**src/rtl/forward_converter_32769_32768_32767.sv**
```systemverilog
// Binary-to-RNS forward converter for moduli {2^15+1, 2^15, 2^15-1}.
// Three-stage stallable valid/ready pipeline; in_ready is the only
// combinational output and depends on out_ready through the stage enables.
module forward_converter_32769_32768_32767 (
  input  logic        clk,
  input  logic        rst_n,
  input  logic        in_valid,
  output logic        in_ready,
  input  logic [44:0] in_x,
  output logic        out_valid,
  input  logic        out_ready,
  output logic [15:0] out_x1,
  output logic [14:0] out_x2,
  output logic [14:0] out_x3
);

  localparam int unsigned CW = 15;  // chunk width
  localparam int unsigned PW = 17;  // three-chunk sum width
  localparam int unsigned QW = 16;  // two-chunk sum width
  localparam int unsigned FW = 16;  // first fold width
  localparam int unsigned DW = 18;  // signed alternating sum width
  localparam int unsigned X1W = 16;

  localparam logic signed [DW-1:0] M1     = 18'sd32769;
  localparam logic signed [DW-1:0] TWO_M1 = 18'sd65538;

  // Stage registers
  logic          v1_q, v2_q, v3_q;
  logic [PW-1:0] p_q,  p_d;
  logic [QW-1:0] q_q,  q_d;
  logic [CW-1:0] c1_q;
  logic [CW-1:0] c0_s1_q;
  logic [FW-1:0] f_q,  f_d;
  logic signed [DW-1:0] d_q, d_d;
  logic [CW-1:0] c0_s2_q;
  logic [X1W-1:0] x1_q, x1_d;
  logic [CW-1:0]  x2_q;
  logic [CW-1:0]  x3_q, x3_d;

  logic en1_c, en2_c, en3_c;
  logic [CW-1:0] c0_c, c1_c, c2_c;
  logic [CW-1:0] x3_sum_c;

  // Stage enables: a stage advances when it is empty or its successor advances
  always_comb begin
    en3_c    = ~v3_q | out_ready;
    en2_c    = ~v2_q | en3_c;
    en1_c    = ~v1_q | en2_c;
    in_ready = en1_c & rst_n;
  end

  // Stage 1 datapath: chunk sums for the 2^15-1 and 2^15+1 channels
  always_comb begin
    c0_c = in_x[CW-1:0];
    c1_c = in_x[2*CW-1:CW];
    c2_c = in_x[3*CW-1:2*CW];
    p_d  = PW'(c0_c) + PW'(c1_c) + PW'(c2_c);
    q_d  = QW'(c0_c) + QW'(c2_c);
  end

  // Stage 2 datapath: fold the 17-bit sum once, form the signed alternating sum
  always_comb begin
    f_d = FW'(p_q[CW-1:0]) + FW'(p_q[PW-1:CW]);
    d_d = DW'(q_q) - DW'(c1_q);
  end

  // Stage 3 datapath: end-around carry with 0x7FFF -> 0, and range-correct d
  always_comb begin
    // f[15] set implies f[14:0] <= 2, so the 15-bit sum cannot overflow
    x3_sum_c = f_q[CW-1:0] + CW'(f_q[FW-1]);
    x3_d     = (x3_sum_c == 15'h7FFF) ? '0 : x3_sum_c;
    if (d_q < 0)            x1_d = X1W'(d_q + M1);
    else if (d_q >= TWO_M1) x1_d = X1W'(d_q - TWO_M1);
    else if (d_q >= M1)     x1_d = X1W'(d_q - M1);
    else                    x1_d = X1W'(d_q);
  end

  // Stage 1 register
  always_ff @(posedge clk or negedge rst_n) begin
    if (!rst_n) begin
      v1_q    <= 1'b0;
      p_q     <= '0;
      q_q     <= '0;
      c1_q    <= '0;
      c0_s1_q <= '0;
    end else if (en1_c) begin
      v1_q    <= in_valid & in_ready;
      p_q     <= p_d;
      q_q     <= q_d;
      c1_q    <= c1_c;
      c0_s1_q <= c0_c;
    end
  end

  // Stage 2 register
  always_ff @(posedge clk or negedge rst_n) begin
    if (!rst_n) begin
      v2_q    <= 1'b0;
      f_q     <= '0;
      d_q     <= '0;
      c0_s2_q <= '0;
    end else if (en2_c) begin
      v2_q    <= v1_q;
      f_q     <= f_d;
      d_q     <= d_d;
      c0_s2_q <= c0_s1_q;
    end
  end

  // Stage 3 (output) register
  always_ff @(posedge clk or negedge rst_n) begin
    if (!rst_n) begin
      v3_q <= 1'b0;
      x1_q <= '0;
      x2_q <= '0;
      x3_q <= '0;
    end else if (en3_c) begin
      v3_q <= v2_q;
      x1_q <= x1_d;
      x2_q <= c0_s2_q;
      x3_q <= x3_d;
    end
  end

  assign out_valid = v3_q;
  assign out_x1    = x1_q;
  assign out_x2    = x2_q;
  assign out_x3    = x3_q;

endmodule

```
**config.mk**
```make
export PLATFORM = sky130hd
export DESIGN_NAME = forward_converter_32769_32768_32767
export DESIGN_NICKNAME = d
export VERILOG_FILES = /design/src/rtl/forward_converter_32769_32768_32767.sv
export SDC_FILE = /design/constraint.sdc
export NUM_CORES = 1
export LEC_CHECK = 0
export ABC_CLOCK_PERIOD_IN_PS = 3200
export BUFFER_PORTS_ARGS = -buffer_cell sky130_fd_sc_hd__buf_2
export CORE_MARGIN = 2
export CORE_UTILIZATION = 55
export DETAILED_ROUTE_END_ITERATION = 8
export HOLD_SLACK_MARGIN = 0.03
export PLACE_DENSITY = 0.83
export REMOVE_ABC_BUFFERS = 1
export SLEW_MARGIN = 20
export SYNTH_ARGS = -nofsm -noshare
export SYNTH_HDL_FRONTEND = slang
export SYNTH_SLANG_ARGS = --single-unit
```
**constraint.sdc**
```tcl
create_clock -name clk -period 3.2 [get_ports clk]
set_input_delay 0.16 -clock clk [delete_from_list [all_inputs] [get_ports clk]]
set_output_delay 0.16 -clock clk [all_outputs]
set_load 0.02 [all_outputs]
```
### Yosys cells after proc, flatten, opt, wreduce, memory -nomap -nowiden

Index checks and enable logic that the tools add are counted.

* flip-flop bits (word level): 160
* input bits: 49
* output and inout port bits: 48
* word-level logic and storage cells: 38

* add/subtract/negate cells: 9
* $lt $le $gt $ge: 3
* equality and inequality tests: 1
* mux-type cells: 4
* bitwise logic cells: 8

Operator list (number)
* two-way mux 16 bit: 3
* adder 15 x 15 -> 16 bit: 2
* greater-or-equal comparator 17 x 18 -> 1 bit (second input constant): 1
* adder 16 x 15 -> 17 bit: 1
* greater-or-equal comparator 17 bit (second input constant): 1
* < comparator 17 x 1 -> 1 bit (second input constant): 1
* subtractor 16 x 15 -> 17 bit: 1
* adder 15 x 2 -> 16 bit: 1
* adder 16 bit (second input constant): 1
* subtractor 16 bit (second input constant): 1
* subtractor 16 x 3 -> 16 bit (second input constant): 1
* adder 15 x 1 -> 15 bit: 1
* == test 15 bit (second input constant): 1
* two-way mux 15 bit: 1
* NOT 1 bit: 3
* bitwise OR 1 bit: 3
* AND 1 bit: 2

### Longest topological paths before layout

Gate-level depths: netlist of the first run.

* word-level depth: 6
* gate-level depth with buffers: 13
* depth with buffers taken out: 13

### Least setup slack after synthesis of the first run

OpenSTA, ideal clock, no wires.

* path type: reg2reg
* start: register f_q[0]
* end: register x3_q[12], in the netlist out_x3[12]
* setup time: 0.142 ns
* arrival: 2.565 ns
* path slack: 0.493 ns
* cell stages (with the launch flop): 12
* cell sequence: dfrtp_1 -> ha_1 -> ha_1 -> buf_6 -> a21oi_2 -> mux2_2 -> a21oi_1 -> or4_1 -> or4_4 -> nor3_4 -> buf_6 -> a211oi_1

* longest elaborated chain between the ends: 3

RTL lines
* from (decl): line 33 `logic [FW-1:0] f_q, f_d;`
* from (signal assigned): line 99 `f_q <= '0;`
* from (signal assigned): line 104 `f_q <= f_d;`
* adder 15 x 1 -> 15 bit *: line 70 `x3_sum_c = f_q[CW-1:0] + CW'(f_q[FW-1]);`
* == test 15 bit: line 71 `x3_d = (x3_sum_c == 15'h7FFF) ? '0 : x3_sum_c;`
* two-way mux 15 bit *: line 71
* to (signal assigned): line 116 `x3_q <= '0;`
* to (signal assigned): line 121 `x3_q <= x3_d;`
* to (decl): line 38 `logic [CW-1:0] x3_q, x3_d;`

Every way passes the cells marked *; elsewhere a longest branch is shown, timed or not.
A chain may end at the register's enable or synchronous reset.

### Final worst setup path of the first run

* start: register f_q[15]
* end: register x3_q[14], in the netlist out_x3[14]

Same word-level chain as after synthesis.

==> flow_summary.toml, run 1 <==
[final_layout]
stdcell_count = 1392
area_growth_pct = 16.33
nNetsFinal = 1278
finalInstanceArea_mm2 = 0.01095
n_antenna_cell = 0
drive_gt1_share_pct = 14.08

[placed_design]
place.gp.congestion = 0.9334
dp_cells = 1340
dp_slack_ns = 0.2923
dp_hpwl_um = 16650
portBuffers = 96
dpl_cell_area_mm2 = 0.01009

[grt]
grt_start_max_net_pins = 74
grt_usage_pct = 27.16
grt_pass1_wl_um = 39130
grtUsageMet3_pct = 3.866
antenna_found_initial = 0
top_usage_layer = "met2"
use_met2_pct = 41.88
use_met1_pct = 40.62
gr-total-overflow = 0
grt_pass1_vias = 7841

[floorplan]
core_area_mm2 = 0.01664
io_pins = 97
rows = 47
initial_core_util_pct = 56.54
die_w_um = 134.8
fp.dieH_um = 134.8
die_area_mm2 = 0.01817

[synthesis]
synthAdderAreaFrac_pct = 10.82
synth_edf_count = 0
synth_compound_area_share_pct = 15.86
synth_cell_types = 64
synth_top_family_by_area = "simple AND/OR/NAND/NOR gates"
synth_simple_gate_area_share_pct = 19.89
ys_seq_area_share_pct = 42.55
netlist_instances = 1060
synth_flop_cell = "dfrtp_1"
ys_async_sr_fraction_pct = 100.0
syn_area_mm2 = 0.009410
synth_mux_area_share_pct = 0.3324
yosys_warnings = 0
synth.avg_cell_area_um2 = 8.878
ys_ff_latch = 160
yosys.area_share.xor_xnor_pct = 6.422

[clock_tree]
cts.sinks = 160
clock_latency_ns = 0.43
clk_pin_slew_ns = 0.06
cts.htree.levels = 4
cts_buffers = 17
clock-root-buffer = "clkbuf_16"
cts.path.max_buffers = 2
cts_tree = "done"

[power]
p_leak_nw = 5.028
p_seq_share_pct = 40.0
peakVddDrop_mv = 0.4228
pwr_density_cell_mw_per_mm2 = 731.0
pwr-share-clk_pct = 28.3
p_comb_share_pct = 31.7
switching_power_mw = 2.944
p_int_mw = 5.058
swShare_pct = 36.79

[route]
routed_wl_um = 23290
vias = 8047
drt_first_pass_iters = 5
avgRoutedWirePerCell_um = 16.73
ant_nets = 0
drc = 0
drtIter0Drc = 734
avgViaCountPerCell = 5.781

[critical_path]
start_kind = "register"
cp.arrival_ns = 3.21
worstPathRequired_ns = 3.45
critical_path.max_fanout = 13
crit_type = "reg -> reg"
crit_path_end_kind = "register"

[timing]
finalHoldViolations = 0
worst_slack_ns = 0.2434
worst-slew-pin-transition_ns = 0.9992
fmax_ghz = 0.3382
worst_clock_skew_ns = 0.009729
rsz0062_at_grt = "no"
finalCritPeriodShare_pct = 92.39
period_minus_slack_ns = 2.957
setup_tns_ns = 0
slew_headroom_pct = 33.39
setup_viol = 0
final_max_slew_viol_count = 0

[outcome]
status = "completed"

[job]
cap_violations = 0

[hold_path]
hp-class = "in -> reg"
registers in the layout (all words and copies together) (netlist names):
signal / flops
f_q: 16
out_x2: 15
v2_q: 1
v1_q: 1
out_x1: 16
c0_s2_q: 15
c1_q: 15
d_q: 17
out_x3: 15
c0_s1_q: 15
out_valid: 1
q_q: 16
p_q: 17
stage by stage:
step           utilization (%)  power (mW)  hold slack [ns]
3_3_place_gp             60.65       5.576           0.2185
4_1_cts                  65.77       7.986          0.03099
6_report                 65.78       8.002          0.03699
3_5_place_dp             60.65       5.688           0.2144
5_1_grt                  65.78       8.467          0.04803
2_1_floorplan                -       4.837          -0.1356
timing repair:
item,in CTS,in global routing
endpoints found under the hold margin,88,0
buffers inserted,0,0
resized for setup,0,1
hold buffers,20,0
setup endpoints to repair,0,2
layout by cell type (no fill, tap or decap), drive strengths merged, types with 28 or more instances in the layout:
master / instances
xnor2: 28
o21ai: 95
inv: 50
xor2: 41
ha: 51
buf: 110
nor2: 73
a21oi: 57
dfrtp: 160
nand2: 237
cell families after synthesis:
| family | count (synthesis) |
|---|---|
| compound gates | 240 |
| buf+inv | 97 |
| mux | 3 |
| flops | 160 |
| xor+xnor | 69 |
| simple gates | 421 |
| fa+ha+maj | 70 |
area by class of cell:
class | count | area, µm²
Inverter | 47 | 176.4
Sequential cell | 160 | 4004
Fill cell | 1350 | 5695
Tap cell | 220 | 275.3
Clock buffer | 20 | 446.7
Timing Repair Buffer | 130 | 804.5
Multi-Input combinational cell | 803 | 5035
Clock inverter | 12 | 205.2
final timing paths:
| check | start | endpoint | slack (ns) | cells past startpoint |
|---|---|---|---|---|
| worst min register to register | out_x2[4] | out_x2[4] | 0.46 | 2 |
| worst max register to register | f_q[15] | out_x3[14] | 0.24 | 10 |
| min in group asynchronous | rst_n | q_q[7] | 0.30 | 2 |
| worst min-delay path | in_x[27] | c1_q[12] | 0.04 | 3 |
| max in group asynchronous | rst_n | out_x2[11] | 2.10 | 3 |
| worst max-delay path | f_q[15] | out_x3[14] | 0.24 | 10 |
per-layer routing:
layer / wire [µm] / vias to the layer above
li1: - / 3811
met1: 10870 / 3890
met3: 1474 / 35
met2: 10600 / 311
met5: 0 / -
met4: 347 / 0
cell usage after synthesis, types with 5 or more instances:
| cell type | instances | share of area (%) |
|---|---|---|
| nand2_1 | 237 | 9.5 |
| fa_1 | 19 | 4.0 |
| nor3b_1 | 5 | 0.40 |
| a31oi_1 | 8 | 0.53 |
| o31ai_1 | 11 | 0.88 |
| xnor2_1 | 28 | 2.6 |
| ha_1 | 51 | 6.8 |
| nor2_1 | 73 | 2.9 |
| nand2b_1 | 11 | 0.73 |
| and3_1 | 12 | 0.80 |
| nand3_1 | 19 | 1.0 |
| o21ai_1 | 15 | 0.80 |
| a21oi_1 | 54 | 2.9 |
| xor2_1 | 41 | 3.8 |
| nand4_1 | 9 | 0.60 |
| dfrtp_1 | 160 | 43 |
| a21o_1 | 7 | 0.56 |
| a211oi_1 | 16 | 1.3 |
| a211oi_2 | 7 | 0.93 |
| o21ai_0 | 79 | 4.2 |
| inv_1 | 47 | 1.9 |
| clkbuf_1 | 43 | 1.7 |
| o21a_1 | 5 | 0.40 |
| or4_1 | 5 | 0.40 |
| nor3_1 | 13 | 0.69 |
| nor2b_1 | 16 | 1.1 |
power groups by stage:
stage	sequential, mW	combinational, mW	clock (mW)
finish	3.20	2.54	2.26
global route	3.29	2.81	2.36
CTS	3.19	2.53	2.27
detailed placement	3.21	2.47	0
global placement	3.18	2.40	0
floorplan	3.35	1.49	0
critical path, cell delays in order, from the launching register on:
cell	delay [ns]
dfrtp_1	0.39
ha_1	0.25
ha_1	0.32
a21oi_2	0.16
mux2_2	0.16
a21oi_1	0.05
or4_1	0.42
or4_4	0.56
nor3_4	0.13
buf_4	0.26
a211oi_1	0.08
Note: power is estimated with default switching activity, not from simulation.
==> run 2, diff against run 1 <==
--- a/config.mk
+++ b/config.mk
@@ -7,11 +7,12 @@
 export LEC_CHECK = 0
 export ABC_CLOCK_PERIOD_IN_PS = 3200
 export BUFFER_PORTS_ARGS = -buffer_cell sky130_fd_sc_hd__buf_2
-export CORE_MARGIN = 2
-export CORE_UTILIZATION = 55
+export CORE_MARGIN = 10
+export CORE_UTILIZATION = 35
 export DETAILED_ROUTE_END_ITERATION = 8
 export HOLD_SLACK_MARGIN = 0.03
-export PLACE_DENSITY = 0.83
+export MAX_ROUTING_LAYER = met4
+export PLACE_DENSITY = 0.6
 export REMOVE_ABC_BUFFERS = 1
 export SLEW_MARGIN = 20
 export SYNTH_ARGS = -nofsm -noshare
==> run 2 against run 1 <==
  * Fmax shrank 2.0%
  * Highest routed layer unchanged
  * Critical path type is now in -> reg
  * Flip-flop and latch count is the same
  * Cell area grew 1.5%
  * Wire length grew 3.8%
  * Hold slack is essentially flat
  * Critical path depth shrank 1
  * Clock skew shrank 0.0031 ns
  * Total power shrank 1.8%
  * First-iteration DRC count shrank 27%
  * Die area grew 86%
  * Worst setup slack lost 0.060 ns
==> flow_summary.toml, run 2 (same netlist as run 1, synthesis figures left out) <==
[outcome]
status = "completed"

[clock_tree]
cts_tree = "done"
clk_pin_slew_ns = 0.07
cts.sinks = 160
cts_buffers = 17
clock_latency_ns = 0.43
cts.htree.levels = 4
cts.path.max_buffers = 2
clock-root-buffer = "clkbuf_16"

[critical_path]
cpPeakStageDelay_ns = 0.70
cp.arrival_ns = 3.33
start_kind = "input pin"
cp_slowest_cell = "a2111oi_0"
worstPathRequired_ns = 3.51
crit_type = "in -> reg"
critical_path.max_fanout = 4
cp_cell_sequence = "dlygate4sd3_1 -> buf_2 -> fa_1 -> ha_1 -> a21oi_1 -> o22ai_1 -> a2111oi_0 -> o21ai_0 -> o221a_2"
crit_path_end_kind = "register"

[route]
wl_met2_um = 10360
avgViaCountPerCell = 5.013
drtIter0Drc = 533
drt_first_pass_iters = 5
avgRoutedWirePerCell_um = 15.98
dr_wl_met3_um = 1564
routed_wl_um = 24180
drc = 0
ant_nets = 0
m1WireLength_um = 11990
vias = 7584
dr.max_layer_used = "met4"

[placed_design]
portBuffers = 96
dp_hpwl_um = 18360
place.gp.congestion = 0.8936

[job]
cap_violations = 0

[final_layout]
n_fill_cell = 2615
nNetsFinal = 1281
area_growth_pct = 18.02
drive_gt1_share_pct = 14.13
final_common_cell = "nand2_1"
top_regs = "d_q (17), p_q (17)"
final_cell_mix = "nand2_1, dfrtp_1, buf_2, o21ai_0, nor2_1"

[timing]
worst-slew-pin-transition_ns = 0.9875
fmax_ghz = 0.3315
rsz0062_at_grt = "no"
worst_clock_skew_ns = 0.006674
setup_viol = 0
finalHoldViolations = 0
finalCritPeriodShare_pct = 94.28
slew_headroom_pct = 34.17
setup_tns_ns = 0
finalHoldWorstSlack_ns = 0.03742
final_max_slew_viol_count = 0
period_minus_slack_ns = 3.017

[floorplan]
initial_core_util_pct = 35.81
io_pins = 97
die_w_um = 184.0
fp.dieH_um = 184.0
core_area_mm2 = 0.02628
rows = 59
die_area_mm2 = 0.03385

[grt]
grt_start_max_net_pins = 81
grt_pass1_wl_um = 39930
grt_usage_pct = 15.06
gr-total-overflow = 0
grt_pass1_vias = 7476
antenna_found_initial = 3

[power]
p_leak_nw = 5.039
finalPower_mw = 7.861
peakVddDrop_mv = 0.3737
pwr_density_cell_mw_per_mm2 = 707.8

[hold_path]
hp-class = "in -> reg"
run 2: routing by layer:
layer  track usage (%)  vias up
met5                 -        -
met4             3.540        0
met3             3.953       17
met2             21.40      171
met1             20.87     3570
li1                  -     3826
run 2: worst paths after layout:
kind | start | to | slack, ns | cells after the start
worst max-delay path | in_x[2] | p_q[14] | 0.18 | 9
worst min-delay path | in_x[20] | c1_q[5] | 0.04 | 3
worst max register to register | f_q[0] | out_x3[2] | 0.28 | 10
worst min register to register | out_x2[14] | out_x2[14] | 0.46 | 2
max in group asynchronous | rst_n | c0_s2_q[13] | 2.11 | 3
min in group asynchronous | rst_n | out_x1[11] | 0.23 | 2
run 2: final cells by class:
type | instances | area, µm² | share of cell area [%]
multi-input combinational | 803 | 5034 | 45.32
sequential | 160 | 4004 | 36.05
timing repair buffer | 133 | 834.6 | 7.515
clock buffer | 19 | 442.9 | 3.988
tap | 335 | 419.2 | 3.774
clock inverter | 13 | 187.7 | 1.690
inverter | 47 | 176.4 | 1.589
antenna | 3 | 7.507 | 0.06760
run 2: through the flow:
step                setup WS, ns  utilization (%)  cells  instance area [µm²]
floorplan                 -2.020                -   1010                 9199
global placement          0.3632            38.95   1455                10240
detailed placement        0.2939            38.95   1455                10240
CTS                       0.1882            42.23   1510                11100
global route             0.02203            42.26   1513                11110
finish                    0.1830            42.26   1513                11110
run 2: power by group:
group | switching, mW | total [mW] | leakage [nW] | internal, mW
logic | 1.44 | 2.49 | 2.85 | 1.05
clock network | 0.859 | 2.19 | 0.311 | 1.33
registers | 0.588 | 3.18 | 1.87 | 2.59
run 2: critical path: cells and delay by family:
family	cells	cell delay [ns]
compound gates	5	1.63
fa+ha+maj	2	0.85
buf+inv	2	0.69
run 2: timing repair:
action	in CTS	in global routing
setup buffers	0	0
hold endpoints to repair	67	0
hold buffers	23	0
gates resized for setup	0	0
==> run 3, diff against run 2 <==
--- a/config.mk
+++ b/config.mk
@@ -13,7 +13,7 @@
 export HOLD_SLACK_MARGIN = 0.03
 export MAX_ROUTING_LAYER = met4
 export PLACE_DENSITY = 0.6
-export REMOVE_ABC_BUFFERS = 1
+export RECOVER_POWER = 50
 export SLEW_MARGIN = 20
 export SYNTH_ARGS = -nofsm -noshare
 export SYNTH_HDL_FRONTEND = slang
==> run 3 against run 2 <==
  * Via count shrank 0.11%
  * Clock power shrank 11%
  * Total power shrank 3.5%
  * Critical path depth up 1
  * Hold slack better by 0.029 ns
  * Critical path type is now reg -> reg
  * Critical endpoint is now out_x3[2]
  * Highest routed layer unchanged
==> flow_summary.toml, run 3 (same netlist as run 1, synthesis figures left out) <==
[power]
pwr-share-clk_pct = 25.6
peakVddDrop_mv = 0.2342
p_comb_share_pct = 32.3
pwr_density_cell_mw_per_mm2 = 690.6
switching_power_mw = 2.983
swShare_pct = 39.34
p_int_mw = 4.600
p_seq_share_pct = 42.1
p_leak_nw = 4.861

[route]
drtIter0Drc = 624
drc = 0
avgViaCountPerCell = 5.014
drt_first_pass_iters = 5
avgRoutedWirePerCell_um = 16.04
vias = 7576
routed_wl_um = 24230
ant_nets = 0

[grt]
grt_pass1_wl_um = 40900
grt_start_max_net_pins = 90
antenna_found_initial = 1
grt_usage_pct = 15.46
grt_pass1_vias = 7582
gr-total-overflow = 0

[final_layout]
final_common_cell = "nand2_1"
nNetsFinal = 1281
n_fill_cell = 2682
top_regs = "d_q (17), p_q (17)"
drive_gt1_share_pct = 9.532
area_growth_pct = 16.69
final_cell_mix = "nand2_1, dfrtp_1, o21ai_0, nor2_1, a21oi_1"
finish.utilization_pct = 41.78

[hold_path]
hp-start = "in_x[0]"
hp-class = "in -> reg"

[timing]
finalCritPeriodShare_pct = 91.65
finalHoldViolations = 0
fmax_ghz = 0.3410
worst_clock_skew_ns = 0.01667
period_minus_slack_ns = 2.933
final_max_slew_viol_count = 0
setup_viol = 0
worst-slew-pin-transition_ns = 1.382
setup_tns_ns = 0
rsz0062_at_grt = "no"
slew_headroom_pct = 7.851

[critical_path]
cp.arrival_ns = 3.19
cp_slowest_cell = "or4_4"
rr_startpoint = "f_q[0]"
cpPeakStageDelay_ns = 0.56
crit_path_end_kind = "register"
cpMostUsedCell = "ha_1"
start_kind = "register"
worstPathRequired_ns = 3.46
cp_cell_sequence = "ha_1 -> ha_1 -> a21oi_2 -> mux2_2 -> a21oi_1 -> or4_1 -> or4_4 -> nor3_4 -> buf_4 -> a211oi_1"
critical_path.max_fanout = 13
crit_type = "reg -> reg"
cp-startpoint = "f_q[0]"

[clock_tree]
cts.htree.levels = 4
cts-resized-gates = 0
cts_buffers = 17
cts.sinks = 160
clock_latency_ns = 0.44
cts_tree = "done"
clk_pin_slew_ns = 0.07
clock-root-buffer = "clkbuf_16"
cts.path.max_buffers = 2
cts_setup_buffers = 0

[outcome]
status = "completed"

[floorplan]
rows = 59
core_area_mm2 = 0.02628
initial_core_util_pct = 35.81
die_w_um = 184.0
io_pins = 97
fp.dieH_um = 184.0
die_area_mm2 = 0.03385

[synthesis]
synthesis.nets = 1179

[placed_design]
dp_hpwl_um = 18400
place.gp.congestion = 0.8826
portBuffers = 96

[job]
cap_violations = 0
-- run 3: worst max-delay path, delay by kind of cell (launching register included) --
family,cells,cell delay [ns]
multiplexers,1,0.16
AO/OA/AOI/OAI,3,0.30
flip-flops,1,0.39
adder cells (fa/ha/maj),2,0.58
buffers and inverters,1,0.25
AND/OR/NAND/NOR,3,1.09
-- run 3: power groups by stage --
stage | clock (mW) | sequential (mW) | combinational, mW
after floorplan | 0 | 3.26 | 1.63
after global routing | 2.09 | 3.30 | 2.78
final | 1.94 | 3.19 | 2.45
after detailed placement | 0 | 3.22 | 2.51
after CTS | 2.00 | 3.18 | 2.55
after global placement | 0 | 3.21 | 2.48
-- run 3: cell type report --
class                           instances  area [µm²]  share of cell area [%]
Multi-Input combinational cell        803        5034                   45.84
Inverter                               47       176.4                   1.607
Sequential cell                       160        4004                   36.46
Clock buffer                           19       432.9                   3.943
Tap cell                              335       419.2                   3.817
Clock inverter                         13       121.4                   1.105
Timing Repair Buffer                  133       790.8                   7.201
Antenna cell                            1       2.502                 0.02279
-- run 3: worst paths after layout --
check | endpoint | slack, ns | depth (start not counted)
worst max-delay path | out_x3[2] | 0.27 | 10
worst min-delay path | c0_s1_q[0] | 0.07 | 3
worst max register to register | out_x3[2] | 0.27 | 10
worst min register to register | out_x2[13] | 0.46 | 2
max in group asynchronous | c0_s1_q[5] | 0.75 | 3
min in group asynchronous | out_x3[14] | 0.49 | 2
-- run 3: metrics by stage --
stage	power [mW]	hold slack (ns)	setup WS, ns	cells	instance area (µm²)
after floorplan	4.891	-0.1356	0.4934	1060	9410
after global placement	5.691	0.02275	0.3668	1450	10220
after detailed placement	5.731	0.02011	0.3095	1450	10220
after CTS	7.732	0.05376	0.2851	1510	11060
after global routing	8.172	0.07203	0.07497	1511	10980
final	7.583	0.06664	0.2673	1511	10980
-- run 3: metal layers --
layer	share of wire [%]	global-route usage [%]	vias up
met3	4.7	3.320	10
met5	0	-	-
met2	43	22.23	156
li1	-	-	3827
met4	0.91	3.868	0
met1	52	21.56	3583
-- run 3: what timing repair did --
item / 4_1_cts / 5_1_grt
hold endpoints to repair: 133 / 0
setup endpoints to repair: 0 / 0
hold buffers: 28 / 0
